`config.mk`:
```
export PLATFORM = sky130hd
export DESIGN_NAME = md_sched
export DESIGN_NICKNAME = d
export VERILOG_FILES = /design/src/rtl/md_sched_pkg.sv /design/src/rtl/md_sched_cmd_fifo.sv /design/src/rtl/md_sched.sv
export SDC_FILE = /design/constraint.sdc
export NUM_CORES = 1
export LEC_CHECK = 0
export ABC_AREA = 1
export BUFFER_PORTS_ARGS = -buffer_cell sky130_fd_sc_hd__buf_2
export CAP_MARGIN = 25
export CORE_ASPECT_RATIO = 0.5
export CORE_MARGIN = 5
export CORE_UTILIZATION = 40
export DETAILED_ROUTE_END_ITERATION = 6
export PLACE_DENSITY = 0.67
export SLEW_MARGIN = 25
export SYNTH_ARGS = -nofsm -noshare
export SYNTH_HDL_FRONTEND = slang
export SYNTH_SLANG_ARGS = --single-unit
```
`constraint.sdc`:
```
create_clock -name clk -period 7.4 [get_ports clk]
set_clock_uncertainty 0.1 [all_clocks]
set_input_delay 1.11 -clock clk [delete_from_list [all_inputs] [get_ports clk]]
set_output_delay 1.11 -clock clk [all_outputs]
set_load 0.05 [all_outputs]
```
`src/rtl/md_sched_pkg.sv`:
```
// Shared multiply-divide definitions: op codes, op-class decode helpers, scheduler state encoding
// and the queued command record. Used by the MD unit, the decoder and md_sched.
package md_sched_pkg;

    localparam int OP_W    = 4;
    localparam int DATA_W  = 32;
    localparam int ENTRY_W = OP_W + 2 * DATA_W;

    localparam logic [OP_W-1:0] OP_NONE  = 4'd0;
    localparam logic [OP_W-1:0] OP_MULT  = 4'd1;
    localparam logic [OP_W-1:0] OP_MULTU = 4'd2;
    localparam logic [OP_W-1:0] OP_DIV   = 4'd3;
    localparam logic [OP_W-1:0] OP_DIVU  = 4'd4;
    localparam logic [OP_W-1:0] OP_MFHI  = 4'd5;
    localparam logic [OP_W-1:0] OP_MFLO  = 4'd6;
    localparam logic [OP_W-1:0] OP_MTHI  = 4'd7;
    localparam logic [OP_W-1:0] OP_MTLO  = 4'd8;

    typedef enum logic [1:0] {
        ST_IDLE   = 2'd0,
        ST_LAUNCH = 2'd1,
        ST_BUSY   = 2'd2
    } md_state_e;

    typedef struct packed {
        logic [OP_W-1:0]   op;
        logic [DATA_W-1:0] rs;
        logic [DATA_W-1:0] rt;
    } md_cmd_t;

    // Long ops occupy the MD unit for many cycles and must be waited on.
    function automatic logic is_long_op(input logic [OP_W-1:0] op);
        return (op >= OP_MULT) && (op <= OP_DIVU);
    endfunction

    function automatic logic is_write_op(input logic [OP_W-1:0] op);
        return (op == OP_MTHI) || (op == OP_MTLO);
    endfunction

    function automatic logic is_read_op(input logic [OP_W-1:0] op);
        return (op == OP_MFHI) || (op == OP_MFLO);
    endfunction

endpackage

```
`src/rtl/md_sched_cmd_fifo.sv`:
```
// Two-entry in-order command FIFO holding {op, rs, rt} records for md_sched.
// A push while full is accepted only together with a pop in the same cycle.
module md_cmd_fifo
    import md_sched_pkg::*;
(
    input  logic               clk,
    input  logic               reset,
    input  logic               push,
    input  logic [ENTRY_W-1:0] push_data,
    input  logic               pop,
    output logic [ENTRY_W-1:0] pop_data,
    output logic               full,
    output logic               empty,
    output logic [1:0]         count
);

    logic [ENTRY_W-1:0] mem [2];
    logic               wr_ptr;
    logic               rd_ptr;
    logic [1:0]         cnt;
    logic               do_push;
    logic               do_pop;

    assign full     = (cnt == 2'd2);
    assign empty    = (cnt == 2'd0);
    assign count    = cnt;
    assign pop_data = mem[rd_ptr];

    assign do_pop  = pop && !empty;
    assign do_push = push && (!full || do_pop);

    // One-bit pointers wrap naturally modulo 2.
    always_ff @(posedge clk) begin
        if (!reset) begin
            mem[0] <= '0;
            mem[1] <= '0;
            wr_ptr <= 1'b0;
            rd_ptr <= 1'b0;
            cnt    <= 2'd0;
        end else begin
            if (do_push) begin
                mem[wr_ptr] <= push_data;
                wr_ptr      <= wr_ptr + 1'b1;
            end
            if (do_pop) begin
                rd_ptr <= rd_ptr + 1'b1;
            end
            case ({do_push, do_pop})
                2'b10:   cnt <= cnt + 2'd1;
                2'b01:   cnt <= cnt - 2'd1;
                default: cnt <= cnt;
            endcase
        end
    end

endmodule

```
`src/rtl/md_sched.sv`:
```
// Multiply-divide issue scheduler: queues long/write ops, serialises them onto the MD unit and
// gates reads until the unit is quiet. Define MD_SCHED_BYPASS_EN for zero-latency issue when empty.
module md_sched
    import md_sched_pkg::*;
(
    input  logic              clk,
    input  logic              reset,
    input  logic              req_valid,
    input  logic [OP_W-1:0]   req_op,
    input  logic [DATA_W-1:0] req_rs,
    input  logic [DATA_W-1:0] req_rt,
    input  logic              md_busy,
    output logic [OP_W-1:0]   md_op,
    output logic [DATA_W-1:0] md_rs,
    output logic [DATA_W-1:0] md_rt,
    output logic              stall,
    output logic [1:0]        occupancy
);

    md_state_e state;
    md_state_e state_next;

    logic    req_long;
    logic    req_write;
    logic    req_read;
    logic    req_queued;
    logic    can_issue;
    logic    fifo_push;
    logic    fifo_pop;
    logic    fifo_full;
    logic    fifo_empty;
    logic    bypass;
    logic    read_go;
    md_cmd_t req_cmd;
    md_cmd_t head;

    assign req_long   = req_valid && is_long_op(req_op);
    assign req_write  = req_valid && is_write_op(req_op);
    assign req_read   = req_valid && is_read_op(req_op);
    assign req_queued = req_long || req_write;
    assign can_issue  = (state == ST_IDLE) && !md_busy;
    assign req_cmd    = '{op: req_op, rs: req_rs, rt: req_rt};

    md_cmd_fifo u_fifo (
        .clk       (clk),
        .reset     (reset),
        .push      (fifo_push),
        .push_data (req_cmd),
        .pop       (fifo_pop),
        .pop_data  (head),
        .full      (fifo_full),
        .empty     (fifo_empty),
        .count     (occupancy)
    );

    always_ff @(posedge clk) begin
        if (!reset) begin
            state <= ST_IDLE;
        end else begin
            state <= state_next;
        end
    end

    // Issue priority: queued head first, then a bypassed request, then a read. Stall is derived
    // from acceptance conditions only, never from the command being driven out.
    always_comb begin
        fifo_pop   = 1'b0;
        fifo_push  = 1'b0;
        bypass     = 1'b0;
        read_go    = 1'b0;
        stall      = 1'b0;
        md_op      = OP_NONE;
        md_rs      = '0;
        md_rt      = '0;
        state_next = state;

        if (reset) begin
            fifo_pop = can_issue && !fifo_empty;
`ifdef MD_SCHED_BYPASS_EN
            bypass   = can_issue && fifo_empty && req_queued;
`else
            bypass   = 1'b0;
`endif
            read_go   = req_read && can_issue && fifo_empty;
            fifo_push = req_queued && !bypass && (!fifo_full || fifo_pop);
            stall     = (req_read && !read_go) || (req_queued && fifo_full && !fifo_pop);

            if (fifo_pop) begin
                md_op = head.op;
                md_rs = head.rs;
                md_rt = head.rt;
            end else if (bypass) begin
                md_op = req_op;
                md_rs = req_rs;
                md_rt = req_rt;
            end else if (read_go) begin
                md_op = req_op;
            end
        end

        // Write ops complete in one edge, so only a long op moves the FSM out of IDLE.
        case (state)
            ST_IDLE: begin
                if ((fifo_pop && is_long_op(head.op)) || (bypass && req_long)) begin
                    state_next = ST_LAUNCH;
                end
            end
            ST_LAUNCH: state_next = ST_BUSY;
            ST_BUSY: begin
                if (!md_busy) begin
                    state_next = ST_IDLE;
                end
            end
            default: state_next = ST_IDLE;
        endcase
    end

endmodule

```
# Word level (Yosys, flattened, before mapping)
# Memories as Yosys holds them, arrays and structs flattened. A register that Yosys moved wholly into a read port is not among the register bits.
# Index checks and enable logic that the tools add are counted.
[totals]
reg_bits = 6
ramBits = 136
input_bits = 72
out_inout_bits = 71
elab_cells = 79
n_memories = 1
[op_classes]
add_sub_neg = 4
n_lt_le_gt_ge = 4
n_eq_ne = 11
n_mux = 23
n_reduce_logical = 32
[memory_table]
columns = ["memory", "depth", "width", "rd", "rd_clocked_by_memory_dff", "write_ports", "line_no", "source"]
rows = [
  ["u_fifo.mem", 2, 68, 1, 1, 2, "md_sched_cmd_fifo.sv:17", "logic [ENTRY_W-1:0] mem [2];"],
]
[ops]
columns = ["cell", "n"]
rows = [
  ["$mux 32", 4],
  ["$mux 68", 1],
  ["$reduce_or 68->1", 1],
  ["$logic_and 1x1->1", 16],
  ["$eq 4x3->1 const B", 3],
  ["$mux 4", 3],
  ["$mux 1", 11],
  ["$ge 4x1->1 const B", 2],
  ["$le 4x3->1 const B", 2],
  ["$eq 2x2->1 const B", 3],
  ["$logic_or 1x1->1", 6],
  ["$pmux 2 s3", 1],
  ["$logic_not 1->1", 5],
  ["$eq 2x1->1 const B", 2],
  ["$eq 4x4->1 const B", 1],
  ["$logic_not 2->1", 2],
  ["$mux 2", 2],
  ["$pmux 2 s2", 1],
  ["$add 1x1->1 const B", 2],
  ["$add 2x1->2 const B", 1],
  ["$ne 2x1->1 const B", 1],
  ["$ne 2x2->1 const B", 1],
  ["$reduce_and 2->1", 1],
  ["$reduce_bool 2->1", 1],
  ["$sub 2x1->2 const B", 1],
]

# Logic depth before layout (Yosys ltp)
[depth]
ltp_word = 12
ltp_mapped = 11
mapped_depth_nobuf = 11

# Cells and area by module
# A second synthesis with hierarchy kept.
[hier_totals]
hier_cells = 662
hier_area_um2 = 6962.9
[by_module_without_submodules]
columns = ["module", "instances", "cells_each", "area_per_inst_um2", "seq_area_each_um2"]
rows = [
  ["md_cmd_fifo", 1, 472, 6129.6, 4184.0],
  ["md_sched", 1, 190, 833.3, 40.0],
]

# Worst setup path before layout
# Ideal clock, no wire load.
[synth_timing]
path_kind = "input -> register"
startpoint = "input port req_op[0]"
endpoint = "memory u_fifo.mem[0][0] (netlist name) (enable)"
setup_time_ns = 0.428
arrival_time_ns = 3.429
required_time_ns = 6.872
slack_ns = 3.443
cell_stages = 9
n_path_buf = 2
path_cell_list = "nor2_1 -> nand3_1 -> nand2_1 -> inv_2 -> nor2_2 -> nand3_2 -> buf_6 -> buf_6 -> nand2_1"
[synth_lines]
columns = ["item", "line_no", "source"]
rows = [
  ["from (decl)", "md_sched.sv:9", "input logic [OP_W-1:0] req_op,"],
  ["to (decl)", "md_sched_cmd_fifo.sv:17", ""],
]

# Worst setup path in the final report
[layout_timing]
startpoint = "input port md_busy"
endpoint = "output port md_rt[31]"
[layout_via]
elab_chain_len = 5
[layout_lines]
columns = ["item", "line_no", "source"]
rows = [
  ["from (decl)", "md_sched.sv:12", "input logic md_busy,"],
  ["$logic_not 1->1", "n/a", ""],
  ["$logic_and 1x1->1", "md_sched.sv:41", "assign can_issue = (state == ST_IDLE) && !md_busy;"],
  ["$logic_and 1x1->1", "md_sched.sv:78", "fifo_pop = can_issue && !fifo_empty;"],
  ["$mux 32", "md_sched.sv:88", "if (fifo_pop) begin"],
  ["$mux 32", "md_sched.sv:77", "if (reset) begin"],
  ["to (decl)", "md_sched.sv:15", "output logic [DATA_W-1:0] md_rt,"],
]
# Every way passes these cells.

==> impl_metrics.toml <==
[status]
status = "finished clean"

[floorplanning]
core_area_mm2 = 0.0155
num_rows = 32
die_area_mm2 = 0.0187
die_h_um = 99.3
ioPinCount = 143
die_w_um = 189
initial_core_util = 0.411

[clock_network]
h-tree-depth = 4
cts_root_buffer = "clkbuf_16"
cts_max_path_buffers = 2
cts_made_buffers = 17
clock_latency_ns = 0.40
cts_tree = "yes"
hold_buffers = 0
cts_num_sinks = 143
postCtsSetupBuffers = 0
post_cts_resized = 0
clk_pin_slew_worst_paths_ns = 0.05

[drt]
wire_per_inst_um = 14.5
routed_wl_um = 14300
first_iter_violations = 278
drt-met1-wl_um = 6300
first_pass_iters = 5
drc_errors = 0
met2_wirelength_um = 7490
met3_length_um = 430
top_layer = "met4"
drtAntennaViolNets = 0
viasPerCell = 4.67
vias = 4622

[global_routing]
grt_pass1_wl_um = 23300
grt_usage = 0.156
overflow = 0
grt_pass1_vias = 4741
antenna_found_initial = 0
grt_max_degree = 71

[layout]
layout.cells.non_filler = 990
area_growth_syn_to_layout_pct = 22.4
final_cell_mix = "nand2_1 (144), buf_2 (142), edfxtp_1 (136), nor2_1 (128), inv_1 (73)"
multi_input_area_mm2 = 0.00172
layout_commonest_cell = "nand2_1"
final_area_mm2 = 0.00781
nets = 846
fill_cells = 1467
layout-drive-gt1-share = 0.263
antenna_cells = 0
regArea_mm2 = 0.00423

[power]
vdd_ir_drop_max_mv = 0.145
power_leakage_nw = 3.53
p_per_area_mw_per_mm2 = 246

[synth]
synth_top_area_share = 0.640
synth_seq_area_share = 0.662
syn_area_per_cell_um2 = 9.86
synth_top_area_cell = "edfxtp_1"
yosys_register_bits = 143
syn_nets = 720
netlist_area_mm2 = 0.00638
synth.area.top_cells = "edfxtp_1 (64%), nand2_1 (8.6%), nor2_1 (7.5%), a21oi_1 (5.3%), inv_1 (4.4%)"
yosysUniqueCellTypes = 24
ys_warn_count = 0
synth_cells = 647

[worst_setup_path]
end_kind = "primary output"
worstPathRequired_ns = 6.19
cp_data_arrival_time_ns = 3.00
r2r_cells = 5
criticalPathCategory = "primary input to primary output"
start_kind = "primary input"
cp_max_fo = 70

[sta]
tightestPinTransition_ns = 0.966
finalHoldViolations = 0
period_minus_slack_ns = 4.21
drv_slew = 0
finalSetupViolations = 0
finalCritPeriodShare = 0.569
fmax_mhz = 238
slew_headroom = 0.356
tns_ns = 0
rsz0062_at_grt = "no"

[placed_design]
io_buffers = 142
placedCellCount = 958
gp_congestion = 0.776
hpwlAfterDp_um = 8500
place_area_mm2 = 0.00722

[min_path]
hold_depth = 2
hp-class = "flip-flop to flip-flop"

[job]
cap_violations = 0
-- area by class of cell --
cell class                      instances  share of cell area
Timing Repair Buffer                  144              0.0929
Clock inverter                         13              0.0186
Inverter                               80              0.0388
Sequential cell                       143               0.541
Clock buffer                           19              0.0554
Multi-Input combinational cell        387               0.220
Tap cell                              204              0.0327
-- logic make-up (layout without fill, tap and decap cells) --
group | after synthesis | in the layout | synth area share
multiplexers | 2 | 2 | 0.00314
AO/OA/AOI/OAI | 78 | 78 | 0.0628
AND/OR/NAND/NOR | 304 | 304 | 0.191
adder cells (fa/ha/maj) | 1 | 1 | 0.00196
XOR/XNOR | 2 | 2 | 0.00275
flip-flops | 143 | 143 | 0.662
buffers and inverters | 117 | 256 | 0.0763
-- cell usage after synthesis --
| cell | count |
|---|---|
| a21oi_1 | 68 |
| a21oi_2 | 1 |
| buf_1 | 2 |
| buf_2 | 14 |
| buf_6 | 4 |
| clkbuf_1 | 17 |
| dfxtp_1 | 7 |
| edfxtp_1 | 136 |
| ha_1 | 1 |
| inv_1 | 74 |
| inv_2 | 6 |
| mux2i_1 | 2 |
| nand2_1 | 146 |
| nand3_1 | 4 |
| nand3_2 | 1 |
| nand4_2 | 1 |
| nor2_1 | 128 |
| nor2_2 | 20 |
| nor3_1 | 2 |
| o21a_1 | 1 |
| o21ai_0 | 5 |
| o22ai_1 | 3 |
| or2_2 | 2 |
| xor2_1 | 2 |
-- worst max-delay path, cell delays in order --
cell,delay [ns]
buf_2,0.11
inv_1,0.07
nand2_1,0.10
inv_1,0.12
nand3_4,0.61
a21oi_1,0.49
buf_2,0.33
-- power breakdown --
part,switching (W),total (W),internal (W)
sequential,0.0000109,0.000940,0.000929
clock,0.000312,0.000837,0.000525
combinational,0.000105,0.000144,0.0000386
-- path summary, 6_finish.rpt --
path,startpoint,endpoint,slack (ns)
worst min-delay path,u_fifo.rd_ptr$_SDFFE_PN0P_,u_fifo.rd_ptr$_SDFFE_PN0P_,0.40
worst max register to register,state[1]$_SDFFE_PN0P_,u_fifo.mem[0][26]$_SDFFCE_PN0P_,4.27
worst max-delay path,md_busy,md_rt[31],3.19
worst min register to register,u_fifo.rd_ptr$_SDFFE_PN0P_,u_fifo.rd_ptr$_SDFFE_PN0P_,0.40
-- layer usage --
layer | vias up | global-route usage
li1 | 2331 | -
met1 | 2208 | 0.189
met2 | 73 | 0.278
met3 | 10 | 0.0316
met4 | 0 | 0.0571
met5 | - | 0
-- registers in the layout, indices dropped and copies added, names as in the netlist, named ones only --
name	count
u_fifo.mem	136
state	2
u_fifo.count	2
u_fifo.rd_ptr	1
u_fifo.wr_ptr	1
-- per-stage QoR --
step | utilization | setup WS (ns) | hold slack, ns | power [W]
after floorplan | - | 3.44 | 0.372 | 0.00105
after global placement | 0.465 | 3.20 | 0.389 | 0.00110
after detailed placement | 0.465 | 3.17 | 0.390 | 0.00110
after CTS | 0.502 | 3.17 | 0.401 | 0.00194
after global routing | 0.503 | 3.01 | 0.425 | 0.00200
final | 0.503 | 3.19 | 0.401 | 0.00192
No activity file was read; power rests on OpenSTA's default activity.
